==> src/rtl/cc1200_spi_pkg.sv <==
// Shared constants and state encoding for the CC1200-style SPI register slave.
package cc1200_spi_pkg;
  localparam int BYTE_W     = 8;
  localparam int HDR_RW     = 7;
  localparam int HDR_BURST  = 6;
  localparam int HDR_ADDR_W = 6;

  typedef enum logic [1:0] {
    ST_IDLE   = 2'd0,
    ST_HEADER = 2'd1,
    ST_DATA   = 2'd2
  } spi_state_e;
endpackage

==> src/rtl/cc1200_sync.sv <==
// N-stage synchronizer for one asynchronous input; resets to a chosen idle level.
module cc1200_sync #(
  parameter int   N       = 2,
  parameter logic RST_VAL = 1'b0
) (
  input  logic clk,
  input  logic rst,
  input  logic d_i,
  output logic q_o
);
  logic [N-1:0] ff_q;

  if (N > 1) begin : g_multi
    always_ff @(posedge clk or posedge rst) begin
      if (rst) ff_q <= {N{RST_VAL}};
      else     ff_q <= {ff_q[N-2:0], d_i};
    end
  end else begin : g_one
    always_ff @(posedge clk or posedge rst) begin
      if (rst) ff_q <= RST_VAL;
      else     ff_q <= d_i;
    end
  end

  assign q_o = ff_q[N-1];
endmodule

==> src/rtl/cc1200_spi_slave.sv <==
// SPI mode-0 register slave: header byte (R/W, burst, address) then data bytes,
// with status returned during the header. All logic runs on clk; SPI pins are synchronized.
module cc1200_spi_slave
  import cc1200_spi_pkg::*;
#(
  parameter int SYNC_STAGES = 2,
  parameter int ADDR_W      = 6
) (
  input  logic              clk,
  input  logic              rst,
  input  logic              SCLK,
  input  logic              MOSI,
  input  logic              CS_n,
  output logic              MISO,
  output logic              MISO_oe,
  input  logic [7:0]        status_in,
  output logic [ADDR_W-1:0] reg_addr,
  output logic [7:0]        reg_wdata,
  output logic              reg_we,
  output logic              reg_re,
  input  logic [7:0]        reg_rdata,
  output logic              busy
);
  localparam int BIT_W = $clog2(BYTE_W);
  localparam int FLUSH = SYNC_STAGES + 1;
  localparam int FL_W  = $clog2(FLUSH + 1);

  logic sclk_s, mosi_s, csn_s;

  cc1200_sync #(.N(SYNC_STAGES), .RST_VAL(1'b0)) u_sync_sclk (
    .clk(clk), .rst(rst), .d_i(SCLK), .q_o(sclk_s));
  cc1200_sync #(.N(SYNC_STAGES), .RST_VAL(1'b0)) u_sync_mosi (
    .clk(clk), .rst(rst), .d_i(MOSI), .q_o(mosi_s));
  cc1200_sync #(.N(SYNC_STAGES), .RST_VAL(1'b1)) u_sync_csn (
    .clk(clk), .rst(rst), .d_i(CS_n), .q_o(csn_s));

  spi_state_e         state_q;
  logic               sclk_prev_q, csn_prev_q, armed_q;
  logic [FL_W-1:0]    flush_q;
  logic [BIT_W-1:0]   bitcnt_q;
  logic [BYTE_W-2:0]  rx_q;
  logic [BYTE_W-1:0]  tx_q, last_rd_q, wdata_q;
  logic [ADDR_W-1:0]  addr_q;
  logic               miso_q, oe_q, busy_q, we_q, re_q, load_q;
  logic               rw_q, burst_q, first_q;

  logic              sclk_rise, sclk_fall, csn_fall, csn_rise, byte_done, flushed;
  logic [BYTE_W-1:0] rx_d;

  assign sclk_rise = sclk_s & ~sclk_prev_q;
  assign sclk_fall = ~sclk_s & sclk_prev_q;
  assign csn_fall  = ~csn_s & csn_prev_q;
  assign csn_rise  = csn_s & ~csn_prev_q;
  assign rx_d      = {rx_q, mosi_s};
  assign byte_done = sclk_rise && (bitcnt_q == BIT_W'(BYTE_W - 1));
  assign flushed   = (flush_q == FL_W'(FLUSH));

  always_ff @(posedge clk or posedge rst) begin
    if (rst) begin
      state_q     <= ST_IDLE;
      sclk_prev_q <= 1'b0;
      csn_prev_q  <= 1'b1;
      armed_q     <= 1'b0;
      flush_q     <= '0;
      bitcnt_q    <= '0;
      rx_q        <= '0;
      tx_q        <= '1;
      last_rd_q   <= '0;
      wdata_q     <= '0;
      addr_q      <= '0;
      miso_q      <= 1'b1;
      oe_q        <= 1'b0;
      busy_q      <= 1'b0;
      we_q        <= 1'b0;
      re_q        <= 1'b0;
      load_q      <= 1'b0;
      rw_q        <= 1'b0;
      burst_q     <= 1'b0;
      first_q     <= 1'b0;
    end else begin
      sclk_prev_q <= sclk_s;
      csn_prev_q  <= csn_s;
      if (!flushed) flush_q <= flush_q + FL_W'(1);
      // A start is only accepted after CS_n has been seen high with real pin data.
      if (flushed && csn_s) armed_q <= 1'b1;
      we_q   <= 1'b0;
      re_q   <= 1'b0;
      load_q <= re_q;
      if (load_q) begin
        tx_q      <= reg_rdata;
        last_rd_q <= reg_rdata;
      end
      if (we_q && burst_q) addr_q <= addr_q + ADDR_W'(1);

      if (csn_rise) begin
        state_q  <= ST_IDLE;
        bitcnt_q <= '0;
        miso_q   <= 1'b1;
        oe_q     <= 1'b0;
        busy_q   <= 1'b0;
        load_q   <= 1'b0;
      end else begin
        case (state_q)
          ST_IDLE: begin
            if (csn_fall && armed_q) begin
              state_q  <= ST_HEADER;
              bitcnt_q <= '0;
              tx_q     <= status_in;
              miso_q   <= status_in[BYTE_W-1];
              oe_q     <= 1'b1;
              busy_q   <= 1'b1;
            end
          end
          default: begin
            if (sclk_rise) begin
              rx_q     <= rx_d[BYTE_W-2:0];
              bitcnt_q <= bitcnt_q + BIT_W'(1);
              if (byte_done) begin
                if (state_q == ST_HEADER) begin
                  state_q <= ST_DATA;
                  rw_q    <= rx_d[HDR_RW];
                  burst_q <= rx_d[HDR_BURST];
                  addr_q  <= ADDR_W'(rx_d[HDR_ADDR_W-1:0]);
                  first_q <= 1'b1;
                  if (rx_d[HDR_RW]) re_q <= 1'b1;
                  else              tx_q <= status_in;
                end else begin
                  first_q <= 1'b0;
                  if (first_q || burst_q) begin
                    if (rw_q) begin
                      if (burst_q) begin
                        addr_q <= addr_q + ADDR_W'(1);
                        re_q   <= 1'b1;
                      end else begin
                        tx_q <= last_rd_q;
                      end
                    end else begin
                      wdata_q <= rx_d;
                      we_q    <= 1'b1;
                      tx_q    <= status_in;
                    end
                  end else begin
                    tx_q <= rw_q ? last_rd_q : status_in;
                  end
                end
              end
            end else if (sclk_fall) begin
              // Fall after a byte boundary presents the freshly loaded byte's MSB.
              if (bitcnt_q == '0) begin
                miso_q <= tx_q[BYTE_W-1];
              end else begin
                miso_q <= tx_q[BYTE_W-2];
                tx_q   <= {tx_q[BYTE_W-2:0], 1'b1};
              end
            end
          end
        endcase
      end
    end
  end

  assign MISO      = miso_q;
  assign MISO_oe   = oe_q;
  assign busy      = busy_q;
  assign reg_we    = we_q;
  assign reg_re    = re_q;
  assign reg_addr  = addr_q;
  assign reg_wdata = wdata_q;
endmodule

==> config.mk <==
export PLATFORM = sky130hd
export DESIGN_NAME = cc1200_spi_slave
export DESIGN_NICKNAME = d
export VERILOG_FILES = /design/src/rtl/cc1200_spi_pkg.sv /design/src/rtl/cc1200_sync.sv /design/src/rtl/cc1200_spi_slave.sv
export SDC_FILE = /design/constraint.sdc
export NUM_CORES = 1
export LEC_CHECK = 0
export BUFFER_PORTS_ARGS = -buffer_cell sky130_fd_sc_hd__buf_4
export CAP_MARGIN = 20
export CORE_MARGIN = 5
export CORE_UTILIZATION = 58
export CTS_BUF_LIST = sky130_fd_sc_hd__clkbuf_2
export CTS_CLUSTER_SIZE = 40
export DETAILED_ROUTE_END_ITERATION = 8
export PLACE_DENSITY_LB_ADDON = 0.2
export SETUP_SLACK_MARGIN = 0.3
export SLEW_MARGIN = 20
export SYNTH_ARGS = -nofsm -noshare
export SYNTH_HDL_FRONTEND = slang
export SYNTH_SLANG_ARGS = --single-unit
==> constraint.sdc <==
create_clock -name clk -period 5.6 [get_ports clk]
set_input_delay 0.56 -clock clk [delete_from_list [all_inputs] [get_ports clk]]
set_output_delay 0.56 -clock clk [all_outputs]
set_load 0.02 [all_outputs]
==> impl_metrics.env <==
export IMPL_htreeDepth=3
export IMPL_yosys_area_top_type="dfrtp_1"
export IMPL_critical_path_top_delay_family="compound AO/OA/AOI/OAI gates"
export IMPL_avgRoutedWirePerCell_um=17.0
export IMPL_gp_congestion=0.857
export IMPL_fin_tns_setup_ns=0
export IMPL_dieArea_um2=7250
export IMPL_synth_edff_count=0
export IMPL_drt_iter0_drc=231
export IMPL_cp_startpoint="bitcnt_q[0]$_DFFE_PP0P_"
export IMPL_timing_fmax_mhz=404
export IMPL_timing_rr_end="reg_addr[0]$_DFF_PP0_"
export IMPL_crit_path_start_kind="flop"
export IMPL_cp_slowest_cell="a211oi_1"
export IMPL_gr_usage_all_layers_pct=21.9
export IMPL_yosys_register_bits=61
export IMPL_hold_viol=0
export IMPL_yosysMostFrequentCell="dfrtp_1"
export IMPL_ant_nets=0
export IMPL_routed_via_density=6.14
export IMPL_hpwlAfterDp_um=4900
export IMPL_reg2regPathDepth=6
export IMPL_async_flop_share_pct=100
export IMPL_fin_crit_sh_pct=44.2
export IMPL_holdCritPathClass="in -> reg"
export IMPL_die_h_um=85.1
export IMPL_outcome="finished, final reports clean"
export IMPL_cp_common_cell="ha_1"
export IMPL_drv_slew=0
export IMPL_regToRegStartpoint="bitcnt_q[0]$_DFFE_PP0P_"
export IMPL_ys_top_cells_by_count="dfrtp_1 (49), o21ai_0 (37), nand2_1 (31)"
export IMPL_cap_violations=0
export IMPL_path_class="reg -> reg"
export IMPL_holdWs_ns=0.177
export IMPL_fp_row_count=27
export IMPL_yosysSeqAreaShare_pct=47.1
export IMPL_worst_pin_slew_ns=0.970
export IMPL_avgSynthCellArea_um2=10.1
export IMPL_synth_top_area_share_pct=37.5
export IMPL_areaGrowthSynthToFinish_pct=11.1
export IMPL_vias=2652
export IMPL_clk_pin_slew_worst_paths_ns=0.15
export IMPL_ctsHoldBuffers=0
export IMPL_grt_overflow=0
export IMPL_diodes=0
export IMPL_grt_pass1_wl_um=12800
export IMPL_drc=0
export IMPL_dp_cells=416
export IMPL_clk_latency_ns=0.49
export IMPL_setup_viol=0
export IMPL_relSlewSlack_pct=35.2
export IMPL_fin_nets=381
export IMPL_skew_ns=0.0248
export IMPL_ys_warn_count=0
export IMPL_critPathMaxStageDelay_ns=0.50
export IMPL_cts_tree="yes"
export IMPL_clkSinkCount=61
export IMPL_cts_path_max_buffers=2
export IMPL_start_util_pct=59.4
export IMPL_fp_dieW_um=85.1
export IMPL_critPathMaxFanout=13
export IMPL_synth_cell_types=48
export IMPL_cp_num_buf_inv=0
export IMPL_root_buffer="clkbuf_2"
export IMPL_rsz0062_at_grt="false"
export IMPL_io_buffers=39
export IMPL_syn_cell_area_um2=3270
export IMPL_synth_flop_cell="dfrtp_1"
export IMPL_wl_um=7330
export IMPL_leakagePower_uw=0.00164
export IMPL_peakVddDrop_uv=193
export IMPL_ios=40
export IMPL_post_route_cells_drive_above_1_share_pct=25.8
export IMPL_timing_critical_path_to="reg_addr[0]$_DFF_PP0_"
export IMPL_cts_repair_resized=0
export IMPL_post_cts_buffers=0
export IMPL_cp_num_cells=6
export IMPL_synth_fp_nets=351
export IMPL_grt_pass1_vias=2620
export IMPL_cts_made_buffers=9
export IMPL_layout_cells_non_filler=432
export IMPL_endpoint_kind="flop"
export IMPL_p_per_area_nw_per_um2=293
export IMPL_fin_crit_ns=2.48
export IMPL_synthCells=325
export IMPL_r2r_slack_ns=3.12
export IMPL_cp_arrival_ns=2.84
export IMPL_first_pass_iters=5
export IMPL_path_cells="ha_1, ha_1, nand3b_1, a211oi_1, a21oi_1, a221o_1"
export IMPL_ys_top_cells_by_area="dfrtp_1 (37%), dfstp_2 (9.6%), o21ai_0 (5.7%), mux2_2 (4.5%), o221ai_1 (3.7%)"
export IMPL_antenna_found_initial=0
export IMPL_grt_start_max_net_pins=62
export IMPL_crit_required_ns=5.97
export IMPL_core_um2=5510
export IMPL_pre_cts_ws_ns=3.19
export IMPL_fin_ws_ns=3.12
area by class of cell:
cell class | instances | area (um2)
repair buffers | 41 | 308
clock inverters | 6 | 53.8
multi-input cells | 224 | 1530
clock buffers | 10 | 50.0
flip-flops and latches | 61 | 1540
well taps | 72 | 90.1
fillers | 448 | 1870
inverters | 18 | 67.6
power by group:
part	leakage, uW	internal (uW)	total, uW	switching [uW]
Clock	0.0000644	99.9	257	157
Combinational	0.000838	108	250	142
Sequential	0.000739	511	558	46.8
Total	0.00164	719	1060	346
layer usage:
metal,track usage [%],up-vias,routed length (um)
li1,-,1246,-
met1,30.0,1301,3340
met2,33.5,89,3440
met3,4.85,16,377
met4,9.35,0,165
met5,0,-,0
how the worst min path moves through the flow:
| stage | from | to | slack [ns] | depth (start not counted) |
|---|---|---|---|---|
| floorplan | u_sync_mosi.ff_q[0]$_DFF_PP0_ | u_sync_mosi.ff_q[1]$_DFF_PP0_ | 0.33 | 0 |
| global placement | u_sync_sclk.ff_q[0]$_DFF_PP0_ | u_sync_sclk.ff_q[1]$_DFF_PP0_ | 0.34 | 0 |
| detailed placement | u_sync_mosi.ff_q[0]$_DFF_PP0_ | u_sync_mosi.ff_q[1]$_DFF_PP0_ | 0.34 | 0 |
| CTS | CS_n | u_sync_csn.ff_q[0]$_DFF_PP1_ | 0.14 | 1 |
| global route | CS_n | u_sync_csn.ff_q[0]$_DFF_PP1_ | 0.14 | 1 |
| finish | CS_n | u_sync_csn.ff_q[0]$_DFF_PP1_ | 0.18 | 1 |
through the flow:
step	util [%]	power [uW]	instance area [um2]
floorplan	-	746	3270
global placement	64.1	802	3530
detailed placement	64.1	812	3530
CTS	66.0	1070	3640
global route	66.0	1130	3640
finish	66.0	1060	3640
flip-flops by register name, summed over array words and instances, names as in the netlist:
name and flops:
reg_wdata 8, rw_q 1, burst_q 1, bitcnt_q 3, reg_we 1, csn_prev_q 1, last_rd_q 8, busy 1
sclk_prev_q 1, load_q 1, u_sync_mosi.ff_q 2, flush_q 2, reg_re 1, state_q 2, tx_q 8, u_sync_csn.ff_q 2
MISO 1, first_q 1, rx_q 7, reg_addr 6, u_sync_sclk.ff_q 2, armed_q 1
kinds of logic after synthesis:
family / after synthesis / share of synthesized area (%)
compound gates: 107 / 21.3
fa+ha+maj: 5 / 1.91
simple gates: 84 / 13.2
mux: 25 / 9.37
buf+inv: 40 / 6.31
xor+xnor: 3 / 0.803
flops: 61 / 47.1
cells in the final DEF, fill, tap and decap left out, drive strengths merged, types with 5 or more instances in the layout:
cell type,count
o31ai,5
o221ai,14
nand2,31
o21a,6
mux2,21
nand2b,10
ha,5
nand3,6
nor2,15
dfrtp,49
dfstp,12
buf,41
a21oi,14
clkbuf,10
a22oi,8
inv,18
o21ai,38
a211oi,8
No activity file was read; power rests on OpenSTA's default activity.
